### config.mk
export PLATFORM = sky130hd
export DESIGN_NAME = gsensor_tilt_hex_encoder
export DESIGN_NICKNAME = d
export VERILOG_FILES = /design/src/rtl/gsensor_hex_pkg.sv /design/src/rtl/gsensor_tilt_channel.sv /design/src/rtl/gsensor_tilt_hex_encoder.sv
export SDC_FILE = /design/constraint.sdc
export NUM_CORES = 1
export LEC_CHECK = 0
export BUFFER_PORTS_ARGS = -buffer_cell sky130_fd_sc_hd__clkbuf_2
export CORE_ASPECT_RATIO = 1.25
export CORE_UTILIZATION = 35
export DETAILED_ROUTE_END_ITERATION = 8
export PLACE_DENSITY = 0.51
export SKIP_CTS_REPAIR_TIMING = 1
export SLEW_MARGIN = 20
export SYNTH_ARGS = -nofsm -noshare
export SYNTH_HDL_FRONTEND = slang
export SYNTH_HIERARCHICAL = 1
export SYNTH_SLANG_ARGS = --single-unit
### constraint.sdc
create_clock -name clk -period 7.59 [get_ports clk]
set_clock_uncertainty 0.05 [all_clocks]
set_input_delay 0.3795 -clock clk [delete_from_list [all_inputs] [get_ports clk]]
set_output_delay 0.3795 -clock clk [all_outputs]
set_load 0.005 [all_outputs]
### src/rtl/gsensor_hex_pkg.sv
// Display-code constants shared by the tilt encoder and its per-channel slice.
package gsensor_hex_pkg;
    localparam int CODE_W = 8;
    localparam int MAG_W  = 4;
    localparam logic [CODE_W-1:0] ZERO_CODE  = 8'h00;
    localparam logic [3:0]        NEG_PREFIX = 4'hB;
    localparam logic [3:0]        POS_PREFIX = 4'hA;

    // Zero code has a zero low nibble, so it naturally reads as magnitude 0.
    function automatic logic [MAG_W-1:0] code_mag(input logic [CODE_W-1:0] code);
        return code[MAG_W-1:0];
    endfunction
endpackage

### src/rtl/gsensor_tilt_channel.sv
// One tilt channel: LED-bar decode, stability filter and peak-hold output register.
module gsensor_tilt_channel
    import gsensor_hex_pkg::*;
#(
    parameter int LED_W         = 8,
    parameter int STABLE_CYCLES = 4
) (
    input  logic              clk,
    input  logic              reset,
    input  logic [LED_W-1:0]  led,
    input  logic              peak_mode,
    input  logic              peak_clear,
    output logic [CODE_W-1:0] hex,
    output logic              invalid,
    output logic              changed
);
    localparam int H = LED_W / 2;
    localparam logic [7:0]       SAT       = 8'(STABLE_CYCLES);
    localparam logic [LED_W-1:0] CENTRE_HI = LED_W'(1) << H;
    localparam logic [LED_W-1:0] CENTRE_LO = LED_W'(1) << (H - 1);

    logic              valid;
    logic [CODE_W-1:0] code;
    logic [CODE_W-1:0] cand_q, cand_next;
    logic [7:0]        cnt_q, cnt_next;
    logic [CODE_W-1:0] hex_q, hex_next;

    always_comb begin
        valid = 1'b0;
        code  = ZERO_CODE;
        if (led == CENTRE_HI || led == CENTRE_LO || led == (CENTRE_HI | CENTRE_LO)) begin
            valid = 1'b1;
        end else if ($onehot(led)) begin
            valid = 1'b1;
            for (int unsigned p = 0; p < LED_W; p++) begin
                if (led[p]) begin
                    if (p > H)
                        code = {NEG_PREFIX, MAG_W'(p - H)};
                    else
                        code = {POS_PREFIX, MAG_W'(H - 1 - p)};
                end
            end
        end
    end

    always_comb begin
        cand_next = cand_q;
        cnt_next  = cnt_q;
        hex_next  = hex_q;
        if (peak_clear) begin
            cand_next = ZERO_CODE;
            cnt_next  = '0;
            hex_next  = ZERO_CODE;
        end else if (!valid) begin
            cnt_next = '0;
        end else begin
            if (code == cand_q) begin
                cnt_next = (cnt_q >= SAT) ? SAT : cnt_q + 8'd1;
            end else begin
                cand_next = code;
                cnt_next  = 8'd1;
            end
            // Acceptance repeats while the count sits saturated; rewriting the same code is a no-op.
            if (cnt_next == SAT) begin
                if (!peak_mode)
                    hex_next = cand_next;
                else if (code_mag(cand_next) > code_mag(hex_q))
                    hex_next = cand_next;
            end
        end
    end

    always_ff @(posedge clk) begin
        if (reset) begin
            cand_q  <= ZERO_CODE;
            cnt_q   <= '0;
            hex_q   <= ZERO_CODE;
            invalid <= 1'b0;
        end else begin
            cand_q  <= cand_next;
            cnt_q   <= cnt_next;
            hex_q   <= hex_next;
            invalid <= ~valid;
        end
    end

    assign hex     = hex_q;
    assign changed = (hex_next != hex_q);
endmodule

### src/rtl/gsensor_tilt_hex_encoder.sv
// Multi-channel accelerometer LED-bar to hex display-code encoder with shared update pulse.
module gsensor_tilt_hex_encoder
    import gsensor_hex_pkg::*;
#(
    parameter int LED_W         = 8,
    parameter int NUM_CH        = 2,
    parameter int STABLE_CYCLES = 4
) (
    input  logic                       clk,
    input  logic                       reset,
    input  logic [NUM_CH*LED_W-1:0]    led_data,
    input  logic                       peak_mode,
    input  logic                       peak_clear,
    output logic [NUM_CH*CODE_W-1:0]   hex_data,
    output logic                       hex_update,
    output logic [NUM_CH-1:0]          invalid
);
    logic [NUM_CH-1:0] ch_changed;

    for (genvar c = 0; c < NUM_CH; c++) begin : g_ch
        gsensor_tilt_channel #(
            .LED_W         (LED_W),
            .STABLE_CYCLES (STABLE_CYCLES)
        ) u_ch (
            .clk        (clk),
            .reset      (reset),
            .led        (led_data[c*LED_W +: LED_W]),
            .peak_mode  (peak_mode),
            .peak_clear (peak_clear),
            .hex        (hex_data[c*CODE_W +: CODE_W]),
            .invalid    (invalid[c]),
            .changed    (ch_changed[c])
        );
    end

    always_ff @(posedge clk) begin
        if (reset)
            hex_update <= 1'b0;
        else
            hex_update <= |ch_changed;
    end
endmodule
# Yosys cells after proc, flatten, opt, wreduce, memory -nomap -nowiden
# Cells that the tools add are included.
# W data, S select, Z words.
dict set report word_totals {
  register_bits 51
  wordCells 101
  input_bits 20
}
dict set report classes {
  n_eq_ne 14
  n_reduce_logical 8
  bitwise_logic 2
  n_mux 48
  addsub 16
  order_cmp 4
}
# operator n
set op_table {}
lappend op_table {{$mux W8} 44}
lappend op_table {{$eq A8 B5 Y1 const B} 4}
lappend op_table {{$add A4 B4 Y4} 6}
lappend op_table {{$add A1 B1 Y2} 8}
lappend op_table {{$add A8 B1 Y8 const B} 2}
lappend op_table {{$eq A8 B3 Y1 const B} 2}
lappend op_table {{$eq A8 B4 Y1 const B} 2}
lappend op_table {{$eq A8 B8 Y1} 2}
lappend op_table {{$ge A8 B3 Y1 const B} 2}
lappend op_table {{$ne A8 B8 Y1} 2}
lappend op_table {{$eq A4 B1 Y1 const B} 2}
lappend op_table {{$gt A4 B4 Y1} 2}
lappend op_table {{$reduce_or A3 Y1} 2}
lappend op_table {{$logic_or A1 B1 Y1} 4}
lappend op_table {{$mux W1} 4}
lappend op_table {{$reduce_or A2 Y1} 2}
lappend op_table {{$not A1 Y1} 2}

# Longest topological paths before layout
# Gate-level depths: netlist of run 1.
dict set report logic_depth {
  ltp_word 22
  mapped_depth 22
  depth_no_buf 21
}

# Hierarchy
# Netlist of run 1, hierarchy kept.
# mod area_each_um2 cells_per_inst n_inst
set modules_own_cells {}
lappend modules_own_cells {{gsensor_tilt_channel at g_ch[0].u_ch} 1629.1 188 1}
lappend modules_own_cells {{gsensor_tilt_channel at g_ch[1].u_ch} 1574.0 183 1}
lappend modules_own_cells {gsensor_tilt_hex_encoder 30.0 2 1}

# Worst setup path before layout of run 1
# OpenSTA, ideal clock, no wires.
dict set report synth_path {
  kind {input-to-reg}
  start {in led_data[0]}
  end {reg hex_update}
  path_stages 20
  setup_slack_ns 2.657
  arrival_time_ns 4.825
  setup_time_ns 0.058
  path_cell_list {inv_1 fa_1 fa_1 fa_1 inv_1 ha_1 inv_1 fa_1 a211o_1 a21o_1 buf_6 nor3_1 ha_1 nor2b_1 o211ai_1 o2bb2ai_1 a221oi_2 nand3_4 o311ai_2 o21ba_1}
}
dict set report synth_between {
  elab_chain_len 22
  elab_cells_between_ends 37
  classes_between {add/sub: 3; order compare: 1; eq/ne: 7; mux: 23; reduce/logical: 3}
}
# element line
set synth_lines {}
lappend synth_lines {{from (decl)} gsensor_tilt_hex_encoder.sv:11} ;# input logic [NUM_CH*LED_W-1:0] led_data,
lappend synth_lines {{parallel branches: the longest is 18 deep, another holds $add A4 B4 Y4} n/a}
lappend synth_lines {{$mux W8 *} gsensor_tilt_channel.sv:54} ;# end else if (!valid) begin
lappend synth_lines {{$mux W8 *} gsensor_tilt_channel.sv:50} ;# if (peak_clear) begin
lappend synth_lines {{$ne A8 B8 Y1 *} gsensor_tilt_channel.sv:88} ;# assign changed = (hex_next != hex_q);
lappend synth_lines {{via ch_changed[0]} gsensor_tilt_hex_encoder.sv:18} ;# logic [NUM_CH-1:0] ch_changed;
lappend synth_lines {{$reduce_or A2 Y1 *} gsensor_tilt_hex_encoder.sv:40} ;# hex_update <= |ch_changed;
lappend synth_lines {{to (signal assigned)} gsensor_tilt_hex_encoder.sv:40}
lappend synth_lines {{to (decl)} gsensor_tilt_hex_encoder.sv:15} ;# output logic hex_update,
# Mark *: on every way through the listed nets, which the timed path passes. The select of a mux whose other input is x is not followed.
# A chain may end at the register's enable or synchronous reset.

# Worst setup path in the final report of run 1
dict set report layout_path {
  start {in led_data[11]}
  end {reg hex_update}
}
dict set report layout_between {
  elab_chain_len 19
  elab_cells_between_ends 34
  classes_between {add/sub: 3; order compare: 1; eq/ne: 7; mux: 20; reduce/logical: 3}
}
# element line
set layout_lines {}
lappend layout_lines {{parallel branches: the longest is 15 deep, another holds $add A4 B4 Y4} n/a}
lappend layout_lines {{$mux W8 *} gsensor_tilt_channel.sv:54}
lappend layout_lines {{$mux W8 *} gsensor_tilt_channel.sv:50}
lappend layout_lines {{$ne A8 B8 Y1 *} gsensor_tilt_channel.sv:88}
lappend layout_lines {{via ch_changed[1]} gsensor_tilt_hex_encoder.sv:18}
lappend layout_lines {{$reduce_or A2 Y1 *} gsensor_tilt_hex_encoder.sv:40}
# Marks and branches as above.

==> metrics.txt, run 1 <==
Die W 88.0 um; initial antenna violation count 0; Fin Setup TNS 0 ns; WP data arrival approximately 5.6 ns; via count between 2k and 3k; cells after synthesis roughly 370; commonest non-fill, non-tap cell in the layout dfxtp_1; Total Power 795 uW; Die ar. between 9000 and 10000 sq um; Ant. Diodes 0; async set-or-reset flop fraction in the synthesized netlist 0%; Initial Utilization between 30% and 40%; number of flops mapped to enable cells by yosys 0; maximum VDD drop roughly 0.09 mV; unrepaired setup endpoints after global routing false; fillers roughly 940; Max Fanout on Critical Path 13; RePlAce Congestion ~0.85; CP delay by family, top adder cells; CP startpoint kind input pin; clk buf depth 2; Num CTS Buffers 5; DRC errors left 0; Critical Path Sink Type flop; WP data required around 7.8 ns; most frequent cells in the layout dfxtp_1 (51), inv_1 (45), nand2_1 (39); First DRT Iteration DRCs about 100; Critical Path, Cell by Cell clkbuf_2 -> inv_1 -> fa_1 -> fa_1 -> fa_1 -> inv_1 -> ha_1 -> inv_1 -> fa_1 -> a31oi_1 -> or3_1 -> inv_1 -> ha_1 -> o21a_1 -> o21a_1 -> o21ai_0 -> a221oi_1 -> nand2_4 -> o221ai_1 -> o21ba_1; P&R area growth vs syn 13.2%; DRT Pass-1 Iters 4; design area between 3000 and 4000 sq um; CTS tree done; sequential share of the synthesized area 31.6%; post-synth top area share a little under a third; Synth cell types just under 70; status finished, final reports clean; worst setup path class input pin to flop; Leak between 1.5 and 2 nW; Max Freq ~190 MHz; nets 466; max_cap viols 0; Power Density 217 nW/um^2; wire per inst approximately 14 um; vias per cell roughly 5.1; Root Buffer clkbuf_8; minimum clock period 5.37 ns; grt ovf 0; CTS sink cnt a little over 50; Die H 109 um; top cells by area, synth dfxtp_1 (32%), ha_1 (8.5%), mux2i_1 (5.3%), inv_1 (5.2%), fa_1 (5.0%); H-tree Lvls 2; setup violators final 0; Post-Syn Area per Cell between 8 and 9 sq um; Slew @ Worst Pin 1.04 ns; slowest CP cell a31oi_1; period utilisation layout a little over two thirds; Port Buf Inserts 38; headroom to the max-slew limit between 30% and 40%; first-pass GRT wire length ~13 mm; Post-Place Cell Area ~3600 sq um; row cnt 38; Yosys warnings 6; Core ar. ~8800 sq um; Hold Violations, Final 0; min-delay worst type input pin to flop; hpwl dp 6.03 mm; most used flip-flop cell after synthesis dfxtp_1; CP max stage delay about 0.77 ns; layout cell share with drive strength beyond 1 17.3%; Final Max Slew Viols 0; final wirelength roughly 7.7 mm; vias in the first global route ~2.7k; dominant cell type by area after synthesis dfxtp_1; Total GRT Usage ~17%; pin count of the biggest net entering global routing 16; latest clock arrival within the worst-skew pair about 0.31 ns; flops & latches, synth between 50 and 60; Critical path buffers and inverters 5; Ports 39; minimum hold slack around 0.31 ns; Clock transition at path regs roughly 0.10 ns; area of the mapped netlist ~3200 sq um; Final ANT Viol Nets 0
-- synth_stat cells (6+ instances only) --
cell type / number
dfxtp_1: 51
inv_1: 45
nand2_1: 39
nor2_1: 30
ha_1: 22
a21oi_1: 18
mux2i_1: 17
nor3_1: 10
nor4_1: 9
fa_1: 8
nand3_1: 8
and3_1: 7
clkbuf_1: 6
nand2b_1: 6
nor2b_1: 6
o21ai_0: 6
-- state kept, by name, indices dropped and copies added, names as in the netlist --
name,count
g_ch.u_ch/cand_q,16
g_ch.u_ch/cnt_q,16
g_ch.u_ch/hex,16
g_ch.u_ch/invalid,2
hex_update,1
-- cells by family after synthesis --
| logic type | share of synthesized area, % |
|---|---|
| fa+ha+maj | 13.5 |
| other cells | 0.232 |
| flops | 31.6 |
| mux | 5.26 |
| compound gates | 17.6 |
| simple gates | 24.1 |
| xor+xnor | 0.503 |
| buf+inv | 7.20 |
-- metrics by stage --
| stage | util (%) | instances | setup WS [ns] |
|---|---|---|---|
| floorplan | - | 381 | 2.66 |
| global placement | 40.2 | 529 | 1.87 |
| detailed placement | 40.2 | 529 | 1.86 |
| CTS | 41.4 | 537 | 2.18 |
| global route | 41.4 | 537 | 1.79 |
| finish | 41.4 | 537 | 2.22 |
-- routing by layer --
metal  track usage, %  part of all wire, %
met2             30.9                   51
met4             6.67                  2.4
met1             20.5                   43
met3             2.70                  3.9
met5                0                    0
-- worst paths after layout --
path | startpoint | endpoint | slack [ns] | cells after the start
worst max-delay path | led_data[11] | hex_update | 2.22 | 20
worst min-delay path | reset | g_ch[1].u_ch/invalid | 0.31 | 2
worst max register to register | g_ch[1].u_ch/hex[1] | hex_update | 5.13 | 10
worst min register to register | g_ch[1].u_ch/cand_q[5] | g_ch[1].u_ch/cand_q[5] | 0.43 | 2
-- layout make-up --
cell class                      instances  area (sq um)  share of cell area (%)
Multi-Input combinational cell        273          2010                    54.9
Clock inverter                          1          7.51                   0.205
Timing Repair Buffer                   40           205                    5.61
Sequential cell                        51          1020                    27.9
Tap cell                              120           150                    4.10
Inverter                               45           169                    4.62
Clock buffer                            7          96.3                    2.63
-- power breakdown --
group          leakage (nW)  switching [mW]  internal [mW]  total [mW]
registers             0.416         0.00876          0.283       0.292
logic                  1.15           0.200          0.132       0.332
clock network        0.0505          0.0883         0.0830       0.171
total                  1.62           0.297          0.498       0.795
Power figures use the tool's default switching activity.
==> run 2: changes to the inputs <==
- clock period: 7.59 -> 5.6 ns (I/O delays scaled with it)
==> run 2 against run 1 <==
Setup slack worse by 1.5 ns. Global-route usage down 0.29 points. Sequential share of layout area down 0.33 points. Critical path depth unchanged. Largest cell class unchanged.
==> metrics.txt, run 2 (synthesis results as in run 1) <==
status finished, final reports clean; Final ANT Viol Nets 0; H-tree Lvls 2; r2r endpoint hex_update; Max Fanout on Critical Path 9; grt ovf 0; Root Buffer clkbuf_8; Hold Violations, Final 0; clk buf depth 2; Total GRT Usage 17.0%; Ant. Diodes 0; maximum VDD drop about 0.16 mV; RePlAce Congestion a little under 0.9; wire per inst around 14 um; CTS tree done; P&R area growth vs syn 14.5%; commonest non-fill, non-tap cell in the layout dfxtp_1; row cnt 38; Die W 88.0 um; Port Buf Inserts 38; Final Max Slew Viols 0; Ports 39; CTS sink cnt 51; hold path start reset; FF-to-FF setup slack about 3.3 ns; Critical Path, Cell by Cell clkbuf_2 -> inv_1 -> fa_1 -> fa_1 -> fa_1 -> inv_1 -> ha_1 -> inv_1 -> fa_1 -> a31oi_1 -> or3_1 -> inv_1 -> ha_1 -> o21a_1 -> o21a_1 -> o21ai_0 -> a221oi_1 -> nand2_4 -> o221ai_1 -> o21ba_1; Core ar. 8840 sq um; latest clock arrival within the worst-skew pair about 0.3 ns; layout cell share with drive strength beyond 1 a little under a fifth; worst setup path class input pin to flop; Total Power 1.12 mW; FF-to-FF Start g_ch[1].u_ch/hex[1]; vias in the first global route approximately 2.7k; initial antenna violation count 0; DRT Pass-1 Iters 4; first-pass GRT wire length around 13 mm; WHS Path Cells 2; pin count of the biggest net entering global routing 16; unrepaired setup endpoints after global routing false; most frequent cells in the layout dfxtp_1 (51), inv_1 (45), nand2_1 (39); CP delay by family, top adder cells; Power Density between 300 and 400 nW/um^2; final wirelength a little under 8 mm; Leak roughly 1.6 nW; slowest CP cell fa_1; Non-Filler Instances between 500 and 600; DRC errors left 0; Reg2Reg Depth 10; WP data required roughly 5.8 ns; headroom to the max-slew limit a little over a third; max_cap viols 0; setup violators final 0; hpwl dp around 6.2 mm; Initial Utilization between 30% and 40%; post-layout util a little over two fifths; Die H between 100 and 150 um; Die ar. 9630 sq um; min-delay worst type input pin to flop; Clock transition at path regs around 0.090 ns; Critical Path Sink Type flop; minimum clock period 4.87 ns; First DRT Iteration DRCs 72; CP max stage delay approximately 0.51 ns; Num CTS Buffers 5; WP data arrival 5.06 ns; Slew @ Worst Pin roughly 0.97 ns; cell total after placement about 540; CP startpoint kind input pin; fillers 919; vias per cell ~5; hold worst-path end g_ch[1].u_ch/invalid; Critical path buffers and inverters 5; Max Freq 205 MHz; via count ~2.7k; Fin Setup TNS 0 ns; period utilisation layout about 87%; nets around 470
-- run 2: cell count changes in the layout (fill, tap and decap cells not counted) --
cell / previous run / this run
clkbuf_1: 0 / 1
clkbuf_8: 7 / 5
buf_4: 2 / 8
bufinv_16: 0 / 1
clkinvlp_4: 1 / 0
-- run 2: power by group --
| group | leakage, nW | switching [mW] | internal [mW] | total (mW) |
|---|---|---|---|---|
| sequential | 0.416 | 0.0121 | 0.384 | 0.396 |
| combinational | 1.18 | 0.275 | 0.198 | 0.473 |
| clock | 0.0513 | 0.115 | 0.131 | 0.246 |
-- run 2: metrics by stage --
step                setup slack (ns)  instance area [sq um]  hold slack (ns)
finish                         0.733                   3700            0.226
global route                   0.469                   3700            0.218
CTS                            0.710                   3700            0.215
detailed placement             0.400                   3600            0.414
global placement               0.425                   3600            0.410
floorplan                      0.767                   3260            0.309
-- run 2: how the worst max path moves through the flow --
stage,from,endpoint,slack [ns],depth (start not counted)
2_1_floorplan,led_data[0],hex_update,0.77,20
3_3_place_gp,led_data[11],hex_update,0.43,20
3_5_place_dp,led_data[11],hex_update,0.40,20
4_1_cts,led_data[11],hex_update,0.71,20
5_1_grt,led_data[11],hex_update,0.47,20
6_report,led_data[11],hex_update,0.73,20
-- run 2: worst register-to-register path, stage by stage, from the launching register on --
cell and delay, ns:
dfxtp_1 0.43, inv_1 0.09, ha_1 0.29, nor2b_1 0.12, o21a_1 0.11, o21a_1 0.09
o21ai_0 0.08, a221oi_1 0.47, nand2_4 0.20, o221ai_1 0.22, o21ba_1 0.15
-- run 2: final cells by class --
type                    count  area [sq um]  share of cell area (%)
clock buffers               6          72.6                    1.96
clock inverters             1          30.0                   0.811
inverters                  45           169                    4.56
multi-input cells         273          2010                    54.3
flip-flops and latches     51          1020                    27.6
well taps                 120           150                    4.06
repair buffers             46           250                    6.76
-- run 2: per-layer routing --
metal	part of all wire [%]	global-route usage, %
met1	43	19.4
met2	52	31.4
met3	3.0	2.70
met4	1.8	6.21
met5	0	0
==> run 3: changes to the inputs <==
- CORE_MARGIN: default -> 4
==> run 3 against run 2 <==
First-iteration DRC count unchanged. Power down 2.0%. Non-clock buffer count up 1. Register-to-register slack worse by 0.03 ns. Wire length up 2.1%. Clock power down 11%. Final cell count up 0.37%.
==> metrics.txt, run 3 (synthesis results as in run 1) <==
wire per inst about 15 um; grt ovf 0; clk buf depth 2; Root Buffer clkbuf_8; RePlAce Congestion about 0.85; headroom to the max-slew limit between 40% and 50%; DRC errors left 0; Ports 39; Hold Violations, Final 0; Clock transition at path regs approximately 0.10 ns; Core ar. between 8000 and 9000 sq um; Initial Utilization ~37%; pin count of the biggest net entering global routing 18; min-delay worst type input pin to flop; CTS tree done; setup violators final 0; row cnt 38; Max Freq about 210 MHz; Power Density slightly below 300 nW/um^2; layout cell share with drive strength beyond 1 about a fifth; nets ~470; first-pass GRT wire length around 13 mm; Critical Path Sink Type flop; maximum VDD drop ~0.14 mV; Leak approximately 1.6 nW; Fin Setup TNS 0 ns; status finished, final reports clean; Die H 115 um; vias per cell about 5; Slew @ Worst Pin between 0.8 and 0.9 ns; unrepaired setup endpoints after global routing false; CP startpoint kind input pin; hpwl dp roughly 6.4 mm; max_cap viols 0; Ant. Diodes 0; via count roughly 2.7k; initial antenna violation count 0; worst setup path class input pin to flop; minimum clock period 4.85 ns; First DRT Iteration DRCs 72; P&R area growth vs syn 14.4%; Die W about 94 um; CTS sink cnt between 50 and 60; Max Fanout on Critical Path 9; Non-Filler Instances between 500 and 600; Final Max Slew Viols 0; Post-Place Cell Area between 3000 and 4000 sq um; Port Buf Inserts 38; Final ANT Viol Nets 0; vias in the first global route about 2.8k; final wirelength about 7.9 mm; commonest non-fill, non-tap cell in the layout dfxtp_1; cell total after placement approximately 540; period utilisation layout roughly 87%; DRT Pass-1 Iters 4; WP data arrival a little over 5 ns; design area 3700 sq um; Die ar. 10800 sq um; WP data required between 5 and 6 ns; post-layout util between 40% and 50%; latest clock arrival within the worst-skew pair 0.30 ns; Total GRT Usage 15.2%; minimum hold slack about 0.22 ns; most frequent cells in the layout dfxtp_1 (51), inv_1 (45), nand2_1 (39); H-tree Lvls 2; Num CTS Buffers 5
run 3: changes by cell type in the layout (fill, tap and decap cells not counted), sizes merged:
cell    delta
inv        +1
clkbuf     -1
clkinv     +2
buf        +1
bufinv     -1
run 3: final cells by class:
type	instances	area [sq um]
clock inverters	3	22.5
well taps	120	150
repair buffers	47	258
multi-input cells	273	2010
flip-flops and latches	51	1020
clock buffers	5	68.8
fillers	928	5140
inverters	45	169
run 3: where the power goes:
group          switching [mW]  internal [mW]
Combinational           0.275          0.202
Clock                   0.130         0.0899
Sequential             0.0120          0.384
Total                   0.417          0.675
run 3: worst max-delay path, cell delays in order:
cell and delay (ns):
clkbuf_2 0.11, inv_1 0.14, fa_1 0.45, fa_1 0.51
fa_1 0.41, inv_1 0.07, ha_1 0.16, inv_1 0.06
fa_1 0.48, nand3_1 0.20, or3_1 0.48, inv_1 0.19
ha_1 0.28, nand4_1 0.10, o21ai_0 0.10, a221oi_1 0.47
nand2_4 0.20, o221ai_1 0.22, o21ba_1 0.16
run 3: metal layers:
layer | wire length, um | GRT usage [%]
met5 | 0 | 0
met4 | 102 | 4.14
met3 | 266 | 2.21
met1 | 3330 | 18.3
met2 | 4210 | 28.0
run 3: path summary, 6_finish.rpt:
kind / start / endpoint / slack, ns / cells after the start
setup reg to reg: g_ch[1].u_ch/hex[1] / hex_update / 3.22 / 10
hold / removal: reset / g_ch[1].u_ch/invalid / 0.22 / 2
hold reg to reg: g_ch[1].u_ch/cand_q[7] / g_ch[1].u_ch/cand_q[7] / 0.43 / 2
setup / recovery: led_data[11] / hex_update / 0.75 / 19
run 3: stage by stage:
stage | worst slack, ns | power [mW]
6_report | 0.754 | 1.09
5_1_grt | 0.443 | 1.17
4_1_cts | 0.725 | 1.11
3_5_place_dp | 0.395 | 0.883
3_3_place_gp | 0.452 | 0.878
2_1_floorplan | 0.767 | 0.753
